`src/rtl/uart_txrx_core.sv`:
```
// rtl/uart_txrx_core.sv - 8N1 UART serialiser/deserialiser with TX and RX FIFOs on a shared 16x baud tick
`timescale 1ns/1ps

module uart_txrx_fifo #(
  parameter int DEPTH = 4
) (
  input  logic       PCLK,
  input  logic       PRESET,
  input  logic [7:0] wr_data,
  input  logic       push,
  input  logic       pop,
  output logic [7:0] rd_data,
  output logic       empty
);
  localparam int AW = $clog2(DEPTH);

  logic [7:0]  mem [DEPTH];
  logic [AW:0] wp;
  logic [AW:0] rp;
  logic        full;
  logic        do_push;
  logic        do_pop;

  assign empty   = (wp == rp);
  assign full    = (wp[AW] != rp[AW]) && (wp[AW-1:0] == rp[AW-1:0]);
  assign do_pop  = pop && !empty;
  // A pop frees the slot in the same cycle, so a full FIFO still takes a coincident push
  assign do_push = push && (!full || do_pop);
  assign rd_data = mem[rp[AW-1:0]];

  always_ff @(posedge PCLK or posedge PRESET) begin
    if (PRESET) begin
      wp <= '0;
      rp <= '0;
      for (int i = 0; i < DEPTH; i++) mem[i] <= 8'h00;
    end else begin
      if (do_push) begin
        mem[wp[AW-1:0]] <= wr_data;
        wp              <= wp + 1'b1;
      end
      if (do_pop) rp <= rp + 1'b1;
    end
  end
endmodule

module uart_txrx_core #(
  parameter int CLK_HZ     = 100_000_000,
  parameter int BAUD       = 9600,
  parameter int FIFO_DEPTH = 4
) (
  input  logic       PCLK,
  input  logic       PRESET,
  input  logic [7:0] tx_data,
  input  logic       tx_wr,
  output logic       tx_empty,
  output logic       tx_busy,
  output logic       TX,
  output logic [7:0] rx_data,
  input  logic       rx_rd,
  output logic       rx_valid,
  input  logic       RX
);
  localparam int DIV = CLK_HZ / (BAUD * 16);
  localparam int BW  = $clog2(DIV);

  typedef enum logic [1:0] {S_IDLE, S_START, S_DATA, S_STOP} state_t;

  logic [BW-1:0] baud_cnt;
  logic          tick;

  assign tick = (baud_cnt == BW'(DIV - 1));

  always_ff @(posedge PCLK or posedge PRESET) begin
    if (PRESET)    baud_cnt <= '0;
    else if (tick) baud_cnt <= '0;
    else           baud_cnt <= baud_cnt + 1'b1;
  end

  state_t     tx_state;
  logic [4:0] tx_tcnt;
  logic [2:0] tx_bit;
  logic [7:0] tx_shift;
  logic [7:0] tx_head;
  logic       tx_pop;

  assign tx_pop = (tx_state == S_IDLE) && !tx_empty;

  uart_txrx_fifo #(.DEPTH(FIFO_DEPTH)) u_tx_fifo (
    .PCLK    (PCLK),
    .PRESET  (PRESET),
    .wr_data (tx_data),
    .push    (tx_wr),
    .pop     (tx_pop),
    .rd_data (tx_head),
    .empty   (tx_empty)
  );

  always_ff @(posedge PCLK or posedge PRESET) begin
    if (PRESET) begin
      tx_state <= S_IDLE;
      tx_tcnt  <= '0;
      tx_bit   <= '0;
      tx_shift <= '0;
      TX       <= 1'b1;
      tx_busy  <= 1'b0;
    end else begin
      case (tx_state)
        S_IDLE: if (tx_pop) begin
          tx_shift <= tx_head;
          // A tick on the entry edge counts as the first start-bit tick
          tx_tcnt  <= {4'b0, tick};
          tx_bit   <= '0;
          TX       <= 1'b0;
          tx_busy  <= 1'b1;
          tx_state <= S_START;
        end
        S_START: if (tick) begin
          if (tx_tcnt == 5'd16) begin
            tx_tcnt  <= '0;
            TX       <= tx_shift[0];
            tx_state <= S_DATA;
          end else tx_tcnt <= tx_tcnt + 1'b1;
        end
        S_DATA: if (tick) begin
          if (tx_tcnt == 5'd15) begin
            tx_tcnt <= '0;
            if (tx_bit == 3'd7) begin
              TX       <= 1'b1;
              tx_state <= S_STOP;
            end else begin
              TX       <= tx_shift[1];
              tx_shift <= {1'b0, tx_shift[7:1]};
              tx_bit   <= tx_bit + 1'b1;
            end
          end else tx_tcnt <= tx_tcnt + 1'b1;
        end
        S_STOP: if (tick) begin
          if (tx_tcnt == 5'd15) begin
            tx_tcnt  <= '0;
            tx_busy  <= 1'b0;
            tx_state <= S_IDLE;
          end else tx_tcnt <= tx_tcnt + 1'b1;
        end
        default: tx_state <= S_IDLE;
      endcase
    end
  end

  logic       rx_sync1;
  logic       rx_s;
  state_t     rx_state;
  logic [3:0] rx_tcnt;
  logic [2:0] rx_bit;
  logic [7:0] rx_shift;
  logic       rx_push;
  logic       rx_empty;

  always_ff @(posedge PCLK or posedge PRESET) begin
    if (PRESET) begin
      rx_sync1 <= 1'b1;
      rx_s     <= 1'b1;
    end else begin
      rx_sync1 <= RX;
      rx_s     <= rx_sync1;
    end
  end

  // Stop-bit sample edge; a low stop bit is a framing error and the byte is dropped
  assign rx_push = (rx_state == S_STOP) && tick && (rx_tcnt == 4'd15) && rx_s;

  uart_txrx_fifo #(.DEPTH(FIFO_DEPTH)) u_rx_fifo (
    .PCLK    (PCLK),
    .PRESET  (PRESET),
    .wr_data (rx_shift),
    .push    (rx_push),
    .pop     (rx_rd),
    .rd_data (rx_data),
    .empty   (rx_empty)
  );

  assign rx_valid = !rx_empty;

  always_ff @(posedge PCLK or posedge PRESET) begin
    if (PRESET) begin
      rx_state <= S_IDLE;
      rx_tcnt  <= '0;
      rx_bit   <= '0;
      rx_shift <= '0;
    end else begin
      case (rx_state)
        S_IDLE: if (!rx_s) begin
          rx_tcnt  <= '0;
          rx_state <= S_START;
        end
        S_START: if (tick) begin
          if (rx_tcnt == 4'd7) begin
            rx_tcnt  <= '0;
            rx_bit   <= '0;
            rx_state <= rx_s ? S_IDLE : S_DATA;
          end else rx_tcnt <= rx_tcnt + 1'b1;
        end
        S_DATA: if (tick) begin
          if (rx_tcnt == 4'd15) begin
            rx_tcnt  <= '0;
            rx_shift <= {rx_s, rx_shift[7:1]};
            if (rx_bit == 3'd7) rx_state <= S_STOP;
            else                rx_bit   <= rx_bit + 1'b1;
          end else rx_tcnt <= rx_tcnt + 1'b1;
        end
        S_STOP: if (tick) begin
          if (rx_tcnt == 4'd15) begin
            rx_tcnt  <= '0;
            rx_state <= S_IDLE;
          end else rx_tcnt <= rx_tcnt + 1'b1;
        end
        default: rx_state <= S_IDLE;
      endcase
    end
  end
endmodule

```
`config.mk`:
```
export PLATFORM = sky130hd
export DESIGN_NAME = uart_txrx_core
export DESIGN_NICKNAME = d
export VERILOG_FILES = /design/src/rtl/uart_txrx_core.sv
export SDC_FILE = /design/constraint.sdc
export NUM_CORES = 1
export LEC_CHECK = 0
export ABC_AREA = 1
export BUFFER_PORTS_ARGS = -buffer_cell sky130_fd_sc_hd__buf_2
export CAP_MARGIN = 25
export CORE_MARGIN = 2
export CORE_UTILIZATION = 46
export DETAILED_ROUTE_END_ITERATION = 7
export SLEW_MARGIN = 10
export SYNTH_ARGS = -nofsm -noshare
export SYNTH_HDL_FRONTEND = slang
export SYNTH_SLANG_ARGS = --single-unit
export TNS_END_PERCENT = 5
```
`constraint.sdc`:
```
create_clock -name PCLK -period 6.9 [get_ports PCLK]
set_input_delay 2.07 -clock PCLK [delete_from_list [all_inputs] [get_ports PCLK]]
set_output_delay 2.07 -clock PCLK [all_outputs]
set_load 0.02 [all_outputs]
```
==> results of run 1 <==
==> synth_stat cells (3+ instances only) <==
master      n
inv_1      51
buf_2       6
nand3_2     8
clkbuf_1    9
xor2_1     11
nand2_2     4
dfrtp_1   122
inv_2       9
buf_6       7
ha_1       25
nor2_1     44
o21ai_0    33
xnor2_1     5
or2_1       3
nand3_1    57
o21ai_1    40
dfstp_2     3
a21oi_1    11
nand4_1    35
o21ai_2     4
nand2_1   251
buf_4       7
o22ai_1    10
nor2_2      3
==> power by group through the flow <==
stage	registers [mW]	logic, mW	clock network [mW]
6_report	0.924	0.460	0.875
5_1_grt	0.938	0.537	0.929
4_1_cts	0.923	0.468	0.894
3_5_place_dp	0.934	0.464	0
3_3_place_gp	0.935	0.453	0
2_1_floorplan	0.896	0.385	0
==> worst min-delay path by stage <==
stage | startpoint | to | slack, ps | cells past startpoint
global placement | rx_sync1 | rx_s | 350 | 0
floorplan | rx_sync1 | rx_s | 350 | 0
global route | rx_sync1 | rx_s | 370 | 0
CTS | rx_sync1 | rx_s | 360 | 0
detailed placement | rx_sync1 | rx_s | 350 | 0
finish | rx_sync1 | rx_s | 360 | 0
==> worst reg2reg max path, delay by kind of cell (launching register included) <==
kind | cells | cell delay, ps
flip-flops | 1 | 730
AND/OR/NAND/NOR | 6 | 1460
XOR/XNOR | 1 | 120
==> logic make-up after synthesis <==
family,synth area share
buffers and inverters,0.0673
XOR/XNOR,0.0219
adder cells (fa/ha/maj),0.0489
flip-flops,0.489
AND/OR/NAND/NOR,0.287
AO/OA/AOI/OAI,0.0858
==> per-stage QoR <==
step	instance area, um^2	utilization	worst slack (ps)	power (mW)	std cells
2_1_floorplan	6400	-	1510	1.28	771
3_3_place_gp	6560	0.478	3160	1.39	947
3_5_place_dp	6560	0.478	3150	1.40	947
4_1_cts	7140	0.521	2670	2.29	978
5_1_grt	7140	0.521	2550	2.40	978
6_report	7140	0.521	2690	2.26	978
==> layout make-up <==
class,count,area (um^2),share of cell area
inverter,61,234,0.0328
timing repair buffer,26,135,0.0189
clock buffer,18,429,0.0601
tap,180,225,0.0315
sequential,125,3130,0.438
clock inverter,13,150,0.0210
multi-input combinational,555,2840,0.397
==> flip-flops by register name (all words and copies together), names as in the netlist, named ones only <==
signal / flops
rx_sync1: 1
tx_state: 2
tx_busy: 1
rx_bit: 3
u_rx_fifo.wp: 3
u_rx_fifo.rp: 3
u_tx_fifo.wp: 3
tx_bit: 3
rx_state: 1
u_rx_fifo.mem: 32
u_tx_fifo.mem: 32
tx_shift: 8
rx_shift: 8
rx_tcnt: 4
baud_cnt: 10
TX: 1
rx_s: 1
tx_tcnt: 5
u_tx_fifo.rp: 3
==> layer usage <==
metal	up-vias	wire length, um	global-route usage
met5	-	0	0
met1	2384	6180	0.263
met2	92	6450	0.326
met3	11	448	0.0482
li1	2558	-	-
met4	0	123	0.0618
==> metrics.cfg, run 1 <==
[power]
power.switching_mw=0.689
p_int_mw=1.57
p_comb_frac=0.204
clock_power_share=0.387
power_leakage_nw=3.64
ir_drop_v=0.000236
pwr_density_cell_nw_per_um2=316
pwr-share-seq=0.409
switching_share=0.305

[clock_tree]
path_clk_slew_ps=60
cts_resized=0
cts_tree=built
htree_levels=4
ctsHoldBuffers=0
cts_setup_buffers=0
clock_path_buffers=2
clk_latency_ps=410
cts_sinks=125
cts_buffers=17
clockRootBuffer=clkbuf_16

[global_routing]
grt_use_total=0.199
overflow=0
grt_pass1_wl_um=23600
antenna_found_initial=0
grt_pass1_vias=4987
grt_start_max_net_pins=72

[synth]
synthCells=771
syn-cell-area_um2=6400
synth.net_count=809
synth_warnings=0
synth_top_area_cell=dfrtp_1
seq_area_frac_synth=0.489
synth-edff-count=0
synthArstFlopShare=1.00
yosys_most_used_dff=dfrtp_1
ys_ff_latch=125
ys_types=35
syn_avg_cell_area_um2=8.30
yosysTopAreaCellShare=0.477
ys_top_cells_by_area=dfrtp_1, nand2_1, ha_1

[critical_path]
max_stage_delay_ps=730
crit_path_cell_trace=inv_1, o21ai_0, o22ai_1, buf_2
r2r_start=u_rx_fifo.rp[0]
r2r-end=u_rx_fifo.mem[4]
cp-start-kind=flip-flop
crit_buf_inv=2
path_depth=4
rr_worst_depth=7
crit_type=reg2out
crit_path_end=rx_data[5]
path_max_fanout=19
reg2reg_slack_ps=4490
startpoint=u_rx_fifo.rp[0]
crit_slowest_cell=dfrtp_1
path_delay_family=flip-flops
endpoint_kind=output pin
critPathRequiredTime_ps=4830
crit_arrival_ps=2140

[cells_and_area]
n_antenna_cell=0
num-fill-cells=1299
layout_common_cells=nand2_1, dfrtp_1, nand3_1
num-nets-final=824
syn2layout_area_growth_pct=11.6
final_common_cell=nand2_1
drive_above_1_share=0.122

[flow_run]
max_cap_violations=0

[sta]
rsz0062_at_grt=false
slew_violations=0
worst_pin_slew_ps=878
finalCriticalPeriod_ps=4210
skew_ps=5.40
finalHoldViolations=0
hold_slack_ps=357
finalSetupViolations=0
min_period_over_period=0.611
fmax_ghz=0.237
maxSlewHeadroom=0.415
tns_ps=0

[routing]
vias=5045
drtIter0Drc=303
first_pass_iters=5
antenna_left=0
via_per_inst=5.16
wl_per_cell_um=13.5
drt-total-wl_um=13200
post-route-drc-count=0

[floorplan]
die-width_um=122
die-area_um2=14900
rows=43
core_area_um2=13700
start_util=0.466
dieHeight_um=122
io_pins=25

[placement]
place_hpwl_um=8950
globalplace.congestion=0.819
io_buffers=24

[status]
status=finished, final reports clean

[min_path]
hold_class=reg2reg

(Power assumes the default switching activity.)
==> run 2, diff against run 1 <==
==> constraint.sdc (replaced) <==
create_clock -name PCLK -period 3.9 [get_ports PCLK]
set_input_delay 1.17 -clock PCLK [delete_from_list [all_inputs] [get_ports PCLK]]
set_output_delay 1.17 -clock PCLK [all_outputs]
set_load 0.02 [all_outputs]
==> run 2 against run 1 <==
Net effect: power up 74%; highest routed layer unchanged; critical endpoint is now rx_data[3]; worst setup slack worse by 1900 ps; flip-flop and latch count unchanged; die area unchanged; critical path depth up 1; routed wire length down 0.13%.
==> metrics.cfg, run 2 (synthesis results as in run 1) <==
[status]
status=finished, final reports clean

[critical_path]
path_max_fanout=17  ; -2
crit_slowest_cell=dfrtp_1
reg2reg_slack_ps=1400  ; -3090 ps
path_delay_family=buffers and inverters
path_depth=5  ; +1
crit_arrival_ps=1890  ; -250 ps
rr_worst_depth=9  ; +2
critPathRequiredTime_ps=2730  ; -2100 ps
r2r_start=baud_cnt[0]
endpoint_kind=output pin
max_stage_delay_ps=410  ; -320 ps
crit_path_cell_trace=buf_4, inv_1, o21ai_0, o22ai_1, buf_2
crit_buf_inv=3  ; +1
r2r-end=u_rx_fifo.mem[5]
cp-start-kind=flip-flop
crit_type=reg2out

[sta]
maxSlewHeadroom=0.433  ; +0.0183
finalHoldViolations=0  ; unchanged
tns_ps=0  ; unchanged
fmax_ghz=0.326
finalCriticalPeriod_ps=3060
min_period_over_period=0.786
rsz0062_at_grt=false
finalSetupViolations=0  ; unchanged
slew_violations=0  ; unchanged
skew_ps=6.23  ; +0.834 ps
worst_pin_slew_ps=848  ; -30.6 ps
setup_ws_ps=835  ; -1850 ps
hold_slack_ps=355  ; -2.34 ps

[power]
pwr_density_cell_nw_per_um2=546  ; +73%
total_power_mw=3.92  ; +74%
power_leakage_nw=3.64  ; +0.23%
ir_drop_v=0.000328  ; +39%

[clock_tree]
clk_latency_ps=420  ; about the same
clock_path_buffers=2  ; unchanged
cts_buffers=17  ; unchanged
path_clk_slew_ps=60  ; about the same
cts_tree=built
cts_resized=0  ; unchanged
cts_sinks=125  ; unchanged
clockRootBuffer=clkbuf_16
cts_setup_buffers=0  ; unchanged
ctsHoldBuffers=0  ; unchanged
htree_levels=4  ; unchanged

[cells_and_area]
drive_above_1_share=0.128  ; +0.00656
largestRegisters=u_rx_fifo.mem x32, u_tx_fifo.mem x32, baud_cnt x10
fin_area_um2=7170  ; +0.44%
n_antenna_cell=0  ; unchanged
layout_common_cells=nand2_1, dfrtp_1, nand3_1
final_common_cell=nand2_1
num-nets-final=830  ; +0.73%
syn2layout_area_growth_pct=12.1
fin_util=0.523  ; +0.00228
regArea_um2=3130  ; unchanged
num-fill-cells=1310  ; +0.85%
fin_cells=984  ; +0.61%
multi_input_area_um2=2840  ; unchanged

[placement]
place_hpwl_um=9270  ; +3.6%
globalplace.congestion=0.816  ; -0.39%
pre_cts_ws_ps=1270  ; -1880 ps
io_buffers=24  ; unchanged
dp.cells=953  ; +0.63%
placed_area_um2=6620  ; +0.90%

[min_path]
min_path_cells=0  ; unchanged
min_to=rx_s
hold_start=rx_sync1
hold_class=reg2reg

[global_routing]
top_usage_layer=met2
grt_use_total=0.198  ; -0.00138
antenna_found_initial=0  ; unchanged
use_met3=0.0463  ; -0.00187
overflow=0  ; unchanged
grt_pass1_vias=5019  ; +0.64%
grt_start_max_net_pins=52  ; -28%
use_met1=0.256  ; -0.00699
grtUsageMet2=0.320  ; -0.00594
grt_pass1_wl_um=23300  ; -1.4%

[floorplan]
core_area_um2=13700  ; unchanged
die-area_um2=14900  ; unchanged
dieHeight_um=122  ; unchanged
start_util=0.466  ; unchanged
rows=43  ; unchanged
io_pins=25  ; unchanged
die-width_um=122  ; unchanged

[routing]
drtIter0Drc=313  ; +3.3%
via_per_inst=5.19  ; +0.59%
drt-total-wl_um=13200  ; -0.13%
first_pass_iters=6  ; +1
wl_per_cell_um=13.4  ; -0.74%
vias=5106  ; +1.2%
post-route-drc-count=0  ; unchanged
antenna_left=0  ; unchanged

[flow_run]
max_cap_violations=0  ; unchanged

-- run 2: changes by cell type in the layout (fill, tap and decap cells not counted), moves of 2 or more --
cell	delta
bufinv_16	-2
clkbuf_8	+2
clkinv_2	-2
buf_4	+5
clkinvlp_4	+3
-- run 2: cell type report --
class / instances / share of cell area
clock buffer: 20 / 0.0637
inverter: 61 / 0.0328
sequential: 125 / 0.437
clock inverter: 11 / 0.0133
timing repair buffer: 32 / 0.0269
multi-input combinational: 555 / 0.396
tap: 180 / 0.0314
-- run 2: how the worst max path moves through the flow --
stage,from,end
global route,u_rx_fifo.rp[0],rx_data[3]
CTS,u_rx_fifo.rp[0],rx_data[3]
detailed placement,rx_rd,u_rx_fifo.mem[5]
global placement,rx_rd,u_rx_fifo.mem[4]
finish,u_rx_fifo.rp[0],rx_data[3]
floorplan,PRESET,async pin
-- run 2: metal layers --
metal  vias to the layer above  routed length (um)  part of all wire
li1                       2573                   -                 -
met1                      2421                6190              0.47
met5                         -                   0                 0
met3                        21                 437             0.033
met4                         0                 248             0.019
met2                        91                6320              0.48
-- run 2: where the power goes --
part / internal, mW / switching, mW / leakage, nW
Clock: 0.898 / 0.561 / 0.256
Combinational: 0.310 / 0.531 / 1.75
Sequential: 1.49 / 0.133 / 1.64
Total: 2.69 / 1.23 / 3.64
==> run 3, diff against run 2 <==
--- a/config.mk
+++ b/config.mk
@@ -5,7 +5,7 @@
 export SDC_FILE = /design/constraint.sdc
 export NUM_CORES = 1
 export LEC_CHECK = 0
-export ABC_AREA = 1
+export ABC_AREA = 0
 export BUFFER_PORTS_ARGS = -buffer_cell sky130_fd_sc_hd__buf_2
 export CAP_MARGIN = 25
 export CORE_MARGIN = 2
==> constraint.sdc (replaced) <==
create_clock -name PCLK -period 2.7 [get_ports PCLK]
set_input_delay 0.81 -clock PCLK [delete_from_list [all_inputs] [get_ports PCLK]]
set_output_delay 0.81 -clock PCLK [all_outputs]
set_load 0.02 [all_outputs]
==> run 3 against run 2 <==
Net effect: clock skew shrank 0.58 ps; worst setup slack got worse by 650 ps; critical path depth decreased by 2; largest power group is now the clock network; global-route usage down 2.9 points; flip-flop and latch count is the same; hold slack gained 7.0 ps; cell area decreased by 2.9%; critical endpoint is now rx_data[6].
==> metrics.cfg, run 3 <==
[synth]
synthArstFlopShare=1.00  ; unchanged
ys_types=49  ; +40%
ys_top_cells_by_area=dfrtp_1, mux2_2, mux4_2
yosys_most_used_dff=dfrtp_1
yosysMostFrequentCell=dfrtp_1
synth_warnings=0  ; unchanged
seq_area_frac_synth=0.524  ; +0.0345
synth_top_area_cell=dfrtp_1
synth_common_cells=dfrtp_1, mux2_2, ha_1, nand2_1, nor2_1
synth.net_count=489  ; -40%
ys_ff_latch=125  ; unchanged
syn_avg_cell_area_um2=13.3  ; +60%
synth-edff-count=0  ; unchanged
syn-cell-area_um2=5980  ; -6.6%
yosysTopAreaCellShare=0.511  ; +0.0336
synthCells=451  ; -42%

[floorplan]
die-area_um2=13900  ; -6.4%
rows=41  ; -4.7%
start_util=0.472  ; +0.00532
core_area_um2=12700  ; -7.6%
dieHeight_um=118  ; -3.2%
io_pins=25  ; unchanged
die-width_um=118  ; -3.2%

[placement]
globalplace.congestion=0.749  ; -8.1%
pre_cts_ws_ps=274  ; -994 ps
io_buffers=24  ; unchanged
dp.cells=645  ; -32%
placed_area_um2=6350  ; -4.1%
place_hpwl_um=6950  ; -25%

[cells_and_area]
final_common_cell=dfrtp_1
drive_above_1_share=0.386  ; +0.258
num-fill-cells=1093  ; -17%
fin_cells=677  ; -31%
fin_area_um2=6970  ; -2.9%
num-nets-final=530  ; -36%
n_antenna_cell=0  ; unchanged
fin_util=0.550  ; +0.0271
layout_common_cells=dfrtp_1, mux2_2, nand2_1, ha_1
largestRegisters=u_rx_fifo.mem x32, u_tx_fifo.mem x32, baud_cnt x10
syn2layout_area_growth_pct=16.6

[clock_tree]
cts_sinks=125  ; unchanged
cts_setup_buffers=0  ; unchanged
path_clk_slew_ps=50  ; about the same
cts_tree=built
cts_resized=0  ; unchanged
clock_path_buffers=2  ; unchanged
htree_levels=4  ; unchanged
cts_buffers=17  ; unchanged
ctsHoldBuffers=0  ; unchanged
clockRootBuffer=clkbuf_16
clk_latency_ps=420  ; about the same

[critical_path]
crit_path_cell_trace=buf_4, mux4_2, buf_2
critPathRequiredTime_ps=1890  ; -840 ps
crit_arrival_ps=1700  ; -190 ps
path_max_fanout=11  ; -6
max_stage_delay_ps=550  ; +140 ps
crit_slowest_cell=mux4_2
cp-start-kind=flip-flop
crit_type=reg2out
endpoint_kind=output pin

[power]
p_int_mw=4.07  ; +51%
pwr-share-seq=0.429  ; +0.016
ir_drop_v=0.000557  ; +70%
total_power_mw=5.32  ; +36%
p_comb_frac=0.137  ; -0.077
pwr_density_cell_nw_per_um2=764  ; +40%
power.switching_mw=1.26  ; +2.7%
clock_power_share=0.434  ; +0.062
switching_share=0.236  ; -0.0763
power_leakage_nw=3.29  ; -9.7%

[sta]
slew_violations=0  ; unchanged
tns_ps=0  ; unchanged
rsz0062_at_grt=false
setup_ws_ps=190  ; -645 ps
finalHoldViolations=0  ; unchanged
worst_pin_slew_ps=676  ; -172 ps
maxSlewHeadroom=0.550  ; +0.117
finalSetupViolations=0  ; unchanged
fmax_ghz=0.398
finalCriticalPeriod_ps=2510
skew_ps=5.65  ; -0.582 ps
min_period_over_period=0.930
hold_slack_ps=362  ; +7.05 ps

[global_routing]
antenna_found_initial=0  ; unchanged
grt_use_total=0.169  ; -0.0287
grt_start_max_net_pins=126  ; +140%
grt_pass1_vias=3752  ; -25%
grt_pass1_wl_um=18500  ; -21%
overflow=0  ; unchanged

[routing]
drtIter0Drc=244  ; -22%
antenna_left=0  ; unchanged
vias=3574  ; -30%
post-route-drc-count=0  ; unchanged
drt-total-wl_um=10500  ; -20%
wl_per_cell_um=15.5  ; +16%
first_pass_iters=4  ; -2
via_per_inst=5.28  ; +1.7%

[flow_run]
max_cap_violations=0  ; unchanged

[min_path]
hold_class=reg2reg

[status]
status=finished, final reports clean

run 3: changes by cell type after synthesis, moves of 12 or more:
| cell | before | now |
|---|---|---|
| inv_1 | 51 | 23 |
| mux2_2 | 0 | 96 |
| mux4_2 | 0 | 16 |
| nand2_1 | 251 | 25 |
| nand3_1 | 57 | 13 |
| nand4_1 | 35 | 0 |
| nor2_1 | 44 | 24 |
| o21ai_0 | 33 | 16 |
| o21ai_1 | 40 | 0 |
| xnor2_1 | 5 | 17 |
run 3: power groups by stage:
stage / logic [mW] / registers (mW) / clock network (mW)
2_1_floorplan: 0.614 / 2.27 / 0
3_3_place_gp: 0.715 / 2.30 / 0
3_5_place_dp: 0.743 / 2.32 / 0
4_1_cts: 0.746 / 2.29 / 2.37
5_1_grt: 0.819 / 2.32 / 2.46
6_report: 0.729 / 2.29 / 2.31
run 3: final timing paths:
check / from / endpoint / slack [ps] / cells past startpoint
hold reg to reg: rx_sync1 / rx_s / 360 / 0
hold / removal: rx_sync1 / rx_s / 360 / 0
min in group asynchronous: PRESET / u_rx_fifo.mem[4] / 550 / 3
setup reg to reg: baud_cnt[0] / u_rx_fifo.mem[5] / 330 / 7
max in group asynchronous: PRESET / u_tx_fifo.wp[2] / 1620 / 3
setup / recovery: u_rx_fifo.rp[0] / rx_data[6] / 190 / 3
run 3: metal layers:
layer / up-vias / routed length [um] / track usage
li1: 1697 / - / -
met1: 1817 / 4740 / 0.214
met2: 44 / 5230 / 0.267
met3: 16 / 365 / 0.0547
met4: 0 / 167 / 0.0730
met5: - / 0 / 0
run 3: cell families after synthesis:
family | after synthesis | synth area share
flip-flops | 125 | 0.524
multiplexers | 115 | 0.246
AND/OR/NAND/NOR | 82 | 0.0666
AO/OA/AOI/OAI | 45 | 0.0532
buffers and inverters | 36 | 0.0243
adder cells (fa/ha/maj) | 25 | 0.0523
XOR/XNOR | 23 | 0.0337
run 3: critical path, delay by kind of cell, from the launching register on:
kind                   cells  cell delay (ps)
multiplexers               1              550
buffers and inverters      2              420
flip-flops                 1              320
run 3: cell type report:
class	instances	area (um^2)	share of cell area
clock buffers	18	439	0.0630
clock inverters	14	169	0.0242
inverters	23	90.1	0.0129
multi-input cells	290	2710	0.389
flip-flops and latches	125	3130	0.449
well taps	172	215	0.0309
repair buffers	35	215	0.0309
